==> src/rtl/piso_stream.sv <==
// Parallel-in serial-out shifter: captures a WIDTH-bit word and emits it one bit per accepted cycle.
// Latency: first bit valid the cycle after the load edge; done pulses the cycle after the final bit is accepted.
// Backpressure: shift_en=0 stalls the current bit; load_ready is high only in IDLE (one idle cycle between words).
//
// Parameters: WIDTH (2..64) word width; MSB_FIRST (1: bit WIDTH-1 first, 0: bit 0 first).
// Ports: clk, clr (sync active-high reset), load_valid/load_ready/d (parallel load handshake),
//        shift_en (consumer accepts current bit), v/v_valid (serial bit out), busy, done.
// Optional feature: define PISO_STREAM_PARITY_EN to append an even-parity bit after each word.
module piso_stream #(
    parameter int WIDTH     = 8,
    parameter int MSB_FIRST = 1
) (
    input  logic             clk,
    input  logic             clr,
    input  logic             load_valid,
    output logic             load_ready,
    input  logic [WIDTH-1:0] d,
    input  logic             shift_en,
    output logic             v,
    output logic             v_valid,
    output logic             busy,
    output logic             done
);

    localparam int CW = $clog2(WIDTH + 1);
    localparam logic [CW-1:0] LAST_IDX = CW'(WIDTH - 1);

`ifdef PISO_STREAM_PARITY_EN
    typedef enum logic [1:0] {IDLE = 2'd0, SHIFT = 2'd1, PARITY = 2'd2} state_t;
`else
    typedef enum logic [1:0] {IDLE = 2'd0, SHIFT = 2'd1} state_t;
`endif

    state_t           state;
    state_t           state_nxt;
    logic [WIDTH-1:0] sreg;
    logic [CW-1:0]    cnt;
    logic             done_nxt;
    logic             bit_out;
`ifdef PISO_STREAM_PARITY_EN
    logic             par;
`endif

    // Output end of the shift register depends on bit order.
    assign bit_out = (MSB_FIRST != 0) ? sreg[WIDTH-1] : sreg[0];

    always_comb begin
        state_nxt  = state;
        done_nxt   = 1'b0;
        load_ready = 1'b0;
        v_valid    = 1'b0;
        busy       = 1'b0;
        v          = 1'b0;
        case (state)
            IDLE: begin
                load_ready = 1'b1;
                if (load_valid) begin
                    state_nxt = SHIFT;
                end
            end
            SHIFT: begin
                v_valid = 1'b1;
                busy    = 1'b1;
                v       = bit_out;
                if (shift_en && (cnt == LAST_IDX)) begin
`ifdef PISO_STREAM_PARITY_EN
                    state_nxt = PARITY;
`else
                    state_nxt = IDLE;
                    done_nxt  = 1'b1;
`endif
                end
            end
`ifdef PISO_STREAM_PARITY_EN
            PARITY: begin
                v_valid = 1'b1;
                busy    = 1'b1;
                v       = par;
                if (shift_en) begin
                    state_nxt = IDLE;
                    done_nxt  = 1'b1;
                end
            end
`endif
            default: begin
                state_nxt = IDLE;
            end
        endcase
    end

    always_ff @(posedge clk) begin
        if (clr) begin
            state <= IDLE;
            sreg  <= '0;
            cnt   <= '0;
            done  <= 1'b0;
`ifdef PISO_STREAM_PARITY_EN
            par   <= 1'b0;
`endif
        end else begin
            state <= state_nxt;
            done  <= done_nxt;
            case (state)
                IDLE: begin
                    if (load_valid) begin
                        sreg <= d;
                        cnt  <= '0;
`ifdef PISO_STREAM_PARITY_EN
                        par  <= ^d;
`endif
                    end
                end
                SHIFT: begin
                    if (shift_en) begin
                        // Move toward the output end, zero-filling behind.
                        if (MSB_FIRST != 0) begin
                            sreg <= {sreg[WIDTH-2:0], 1'b0};
                        end else begin
                            sreg <= {1'b0, sreg[WIDTH-1:1]};
                        end
                        cnt <= cnt + CW'(1);
                    end
                end
                default: begin
                end
            endcase
        end
    end

endmodule

==> config.mk <==
export PLATFORM = sky130hd
export DESIGN_NAME = piso_stream
export DESIGN_NICKNAME = d
export VERILOG_FILES = /design/src/rtl/piso_stream.sv
export SDC_FILE = /design/constraint.sdc
export NUM_CORES = 1
export LEC_CHECK = 0
export BUFFER_PORTS_ARGS = -buffer_cell sky130_fd_sc_hd__buf_2
export CAP_MARGIN = 20
export CORE_UTILIZATION = 40
export DETAILED_ROUTE_END_ITERATION = 6
export SYNTH_ARGS = -nofsm -noshare
export SYNTH_HDL_FRONTEND = slang
export SYNTH_SLANG_ARGS = --single-unit
==> constraint.sdc <==
create_clock -name clk -period 3.3 [get_ports clk]
set_clock_uncertainty 0.15 [all_clocks]
set_input_delay 0.495 -clock clk [delete_from_list [all_inputs] [get_ports clk]]
set_output_delay 0.495 -clock clk [all_outputs]
set_load 0.02 [all_outputs]
==> results <==
- The flow ran to the end, and the final reports show no timing, DRC or antenna violations.
- In this run the number of H-tree levels came out at 1.
- Of all flip-flops after synthesis, the portion carrying an async set or reset was 0%.
- The power density over cell area is 455.5 nW/um^2.
- Sequential cells were found to cover between 40% and 50% of the synthesized design area.
- The post-CTS setup-driven buffer insertion count is 0.
- Yosys mapped a number of flops with a built-in enable equal to 0.
- The floorplan die area is between 1500 and 2000 um^2.
- The wire-length estimate of the detail-placed layout is 813.6 um.
- The clock latency of the later-clocked register in the worst-skew pair is 0.27 ns.
- The startpoint of the lowest-slack hold path is d[1].
- The cell count after synthesis came out at 68.
- The fraction of the cycle the final worst path needs is between 60 and 70%.
- Detailed routing inserted a total of 509 vias.
- After synthesis, the mean cell area works out to 9.476 um^2.
- The maximum clock frequency is 470.8 MHz.
- The critical path buffer and inverter count is 2.
- The total negative setup slack is 0 ns.
- On the critical path, the stage with the largest delay is an instance of sky130_fd_sc_hd__dfxtp_1.
- Entering global routing, the biggest net connects 19 pins.
- From bottom edge to top edge, the die measures ~42 um.
- The flip-flop and latch count after synthesis is 14.
- Max-cap violations in this run came to 0.
- The clock root buffer is sky130_fd_sc_hd__clkbuf_4.
- The via count of the first global-routing pass was 450.
- Walking the worst path, the cells encountered are inv_1 > buf_2.
- The number of distinct library cell variants in the gate-level netlist after synthesis is 24.
- The most used flip-flop cell after synthesis is sky130_fd_sc_hd__dfxtp_1.
- For this design, the CTS-stage hold fixing added 0 buffers.
- The classification of the worst-slack hold path is primary input to register.
- The detailed-route DRC error count is 0.
- The total area of multi-input combinational cells is 314.1 um^2.
- The worst hold path passes through 3 cells.
- The final antenna diode count is 0.
- Dividing the detail-routed wire length by the instance count gives around 12 um.
- The detail route stage leaves a number of antenna-violating nets equal to 0.
- The shortest period the worst path allows is 2.124 ns.
- For the pin with the worst max-slew slack, the measured transition is 0.6856 ns.
- The critical path runs through a total of 2 cells.
- The detailed-route wire length is 1156 um.
- The growth of design area from synthesis to finish is 13.01%.
- At the worst endpoint, the required time is 2.65 ns.
- By count the netlist is led by 14 x sky130_fd_sc_hd__dfxtp_1, 9 x sky130_fd_sc_hd__nor2_1, 7 x sky130_fd_sc_hd__a211oi_1, 7 x sky130_fd_sc_hd__mux2i_1.
- The category of the most critical setup path is register to primary output.
- By area the synthesized netlist is led by sky130_fd_sc_hd__dfxtp_1 43%, sky130_fd_sc_hd__mux2i_1 11%, sky130_fd_sc_hd__a211oi_1 8.2%.
- The critical register-to-register path startpoint is state[0].
- The number of buffers inserted during clock tree synthesis is 3.
- The count of final max-slew check failures is 0.
- Data arrives at the worst endpoint at ~1.5 ns.
- The capturing element type of the critical path is a primary output.
- The total overflow left after global routing is 0.
- The number of antenna violations at the first check in global routing is 0.
- On the worst path, the slowest cell contributes a delay of between 0.7 and 0.8 ns.
- The endpoint identified for the worst register-to-register timing path is cnt[2].
- 17 I/O pins were placed.
- The first detailed-routing pass took 4 iterations.
- The fill cell instance count of the final layout is 159.
- The remaining max-slew budget at the tightest pin is a little over half.
- Global routing used 14.91% of the available tracks across all layers.
- After the last flow step, the layout net total stands at 97.
- The site row count is 14.
- The routability congestion estimate is roughly 0.69.
- Setup violations remaining at the end of the flow were counted as 0.
- In the final layout, flip-flops and latches occupy 280.3 um^2.
- After synthesis, the largest area contributor takes up 43.50% of total cell area.
- Setup repair after global routing left no endpoint under its margin.
- After detailed routing, the number of vias per cell comes to between 5 and 6.
- After the first detailed-routing iteration, the DRC count stood at 7.
- The largest buffer count on any clock path is 2.
- The post-route netlist has between 20% and 30% of its cells at a drive strength greater than 1.
- The first-pass GRT wire length is 1952 um.
- The clock tree from TritonCTS is built.
- For this run, the number of Yosys warnings is 0.
- The startpoint type of the worst setup path is a register.
- Synthesis produced a netlist with a net count of 81.
- The count of buffers inserted at the top-level ports is 16.
- The effective utilization at floorplan is 42.77%.
- After clock tree synthesis, the clock-pin slew on the worst setup and hold paths is 0.08 ns.
- In this design, the largest share of critical-path delay is due to flip-flops.
- The core box area is 1506 um^2.
- sky130_fd_sc_hd__dfxtp_1 takes more of the synthesized area than any other cell.
- The worst IR drop on VDD is a little under 0.2 mV.
- The worst hold path terminates at sreg[1].
- The cell area after technology mapping is about 640 um^2.
- The number of cells on the worst reg-to-reg path is 3.
- The hold slack is approximately 0.34 ns.
- Of all nets on the critical path, the largest fanout is 18.
- The post-cts resize count is 0.
- The analysis attributes to cell leakage a power of around 0.3 nW.
- The most repeated cell in the gate-level netlist after synthesis is sky130_fd_sc_hd__dfxtp_1.
- Clock tree synthesis found a total of 14 sinks.
- From left edge to right edge, the die measures roughly 42 um.
- The number of endpoints with negative hold slack in the final report is 0.
- For flop-to-flop paths, the worst setup slack is 1.54 ns.
-- logic make-up (layout without fill, tap and decap cells) --
family          count (synthesis)  count (layout)  synth area share [%]
compound gates                 15              15                 17.87
fa+ha+maj                       1               1                 1.941
buf+inv                         8              22                 7.766
simple gates                   22              22                 15.73
mux                             8               8                 13.20
flops                          14              14                 43.50
-- where the power goes --
part	internal, mW	total, mW	switching (mW)
Clock	0.0423	0.0948	0.0525
Combinational	0.0223	0.0474	0.0251
Sequential	0.180	0.190	0.00996
-- final cells by class --
cell class	count	share of cell area [%]
timing repair buffer	16	11.00
inverter	3	1.546
clock buffer	3	3.093
tap	16	2.749
sequential	14	38.49
multi-input combinational	46	43.13
-- worst max-delay path by stage --
stage / slack [ns] / to / start
floorplan: 1.59 / v / state[0]
global placement: 1.51 / load_ready / state[0]
detailed placement: 1.46 / load_ready / state[0]
CTS: 1.15 / load_ready / state[0]
global route: 1.05 / load_ready / state[0]
finish: 1.18 / load_ready / state[0]
-- worst register-to-register path, delay by kind of cell (launching register included) --
family / cells / cell delay [ns]
buf+inv: 1 / 0.22
flops: 1 / 0.77
compound gates: 1 / 0.15
simple gates: 1 / 0.41
-- cells in the final DEF, fill, tap and decap left out --
| master | instances |
|---|---|
| sky130_fd_sc_hd__buf_2 | 16 |
| sky130_fd_sc_hd__dfxtp_1 | 14 |
| sky130_fd_sc_hd__nor2_1 | 9 |
| sky130_fd_sc_hd__mux2i_1 | 7 |
| sky130_fd_sc_hd__a211oi_1 | 7 |
| sky130_fd_sc_hd__nand2_1 | 4 |
| sky130_fd_sc_hd__nand3_1 | 4 |
| sky130_fd_sc_hd__inv_1 | 3 |
| sky130_fd_sc_hd__clkbuf_4 | 3 |
| sky130_fd_sc_hd__or3_1 | 2 |
| sky130_fd_sc_hd__a21oi_1 | 2 |
| sky130_fd_sc_hd__and2_1 | 1 |
| sky130_fd_sc_hd__mux2_4 | 1 |
| sky130_fd_sc_hd__a311oi_1 | 1 |
| sky130_fd_sc_hd__nor3b_1 | 1 |
| sky130_fd_sc_hd__nor2b_1 | 1 |
| sky130_fd_sc_hd__o22a_1 | 1 |
| sky130_fd_sc_hd__o221ai_1 | 1 |
| sky130_fd_sc_hd__a31oi_1 | 1 |
| sky130_fd_sc_hd__o21a_1 | 1 |
| sky130_fd_sc_hd__a211oi_2 | 1 |
| sky130_fd_sc_hd__ha_1 | 1 |
-- per-layer routing --
metal  wire [um]  track usage [%]  vias to the layer above
met5           0                0                        -
li1            -                -                      273
met4          10            9.375                        0
met1         600            18.87                      221
met2         490            22.50                       13
met3          55            3.879                        2
-- through the flow --
| stage | std cells | cell area [um^2] | power [mW] | util [%] | worst slack [ns] |
|---|---|---|---|---|---|
| after CTS | 98 | 728.2 | 0.3385 | 48.34 | 1.147 |
| after detailed placement | 95 | 705.7 | 0.2414 | 46.84 | 1.463 |
| final | 98 | 728.2 | 0.3317 | 48.34 | 1.176 |
| after global routing | 98 | 728.2 | 0.3514 | 48.34 | 1.051 |
| after global placement | 95 | 705.7 | 0.2404 | 46.84 | 1.507 |
| after floorplan | 68 | 644.4 | 0.2296 | - | 1.588 |
-- registers in the layout (all words and copies together), names as in the netlist --
name,count
sreg,8
cnt,4
done,1
state,1
Note: power is estimated with default switching activity, not from simulation.
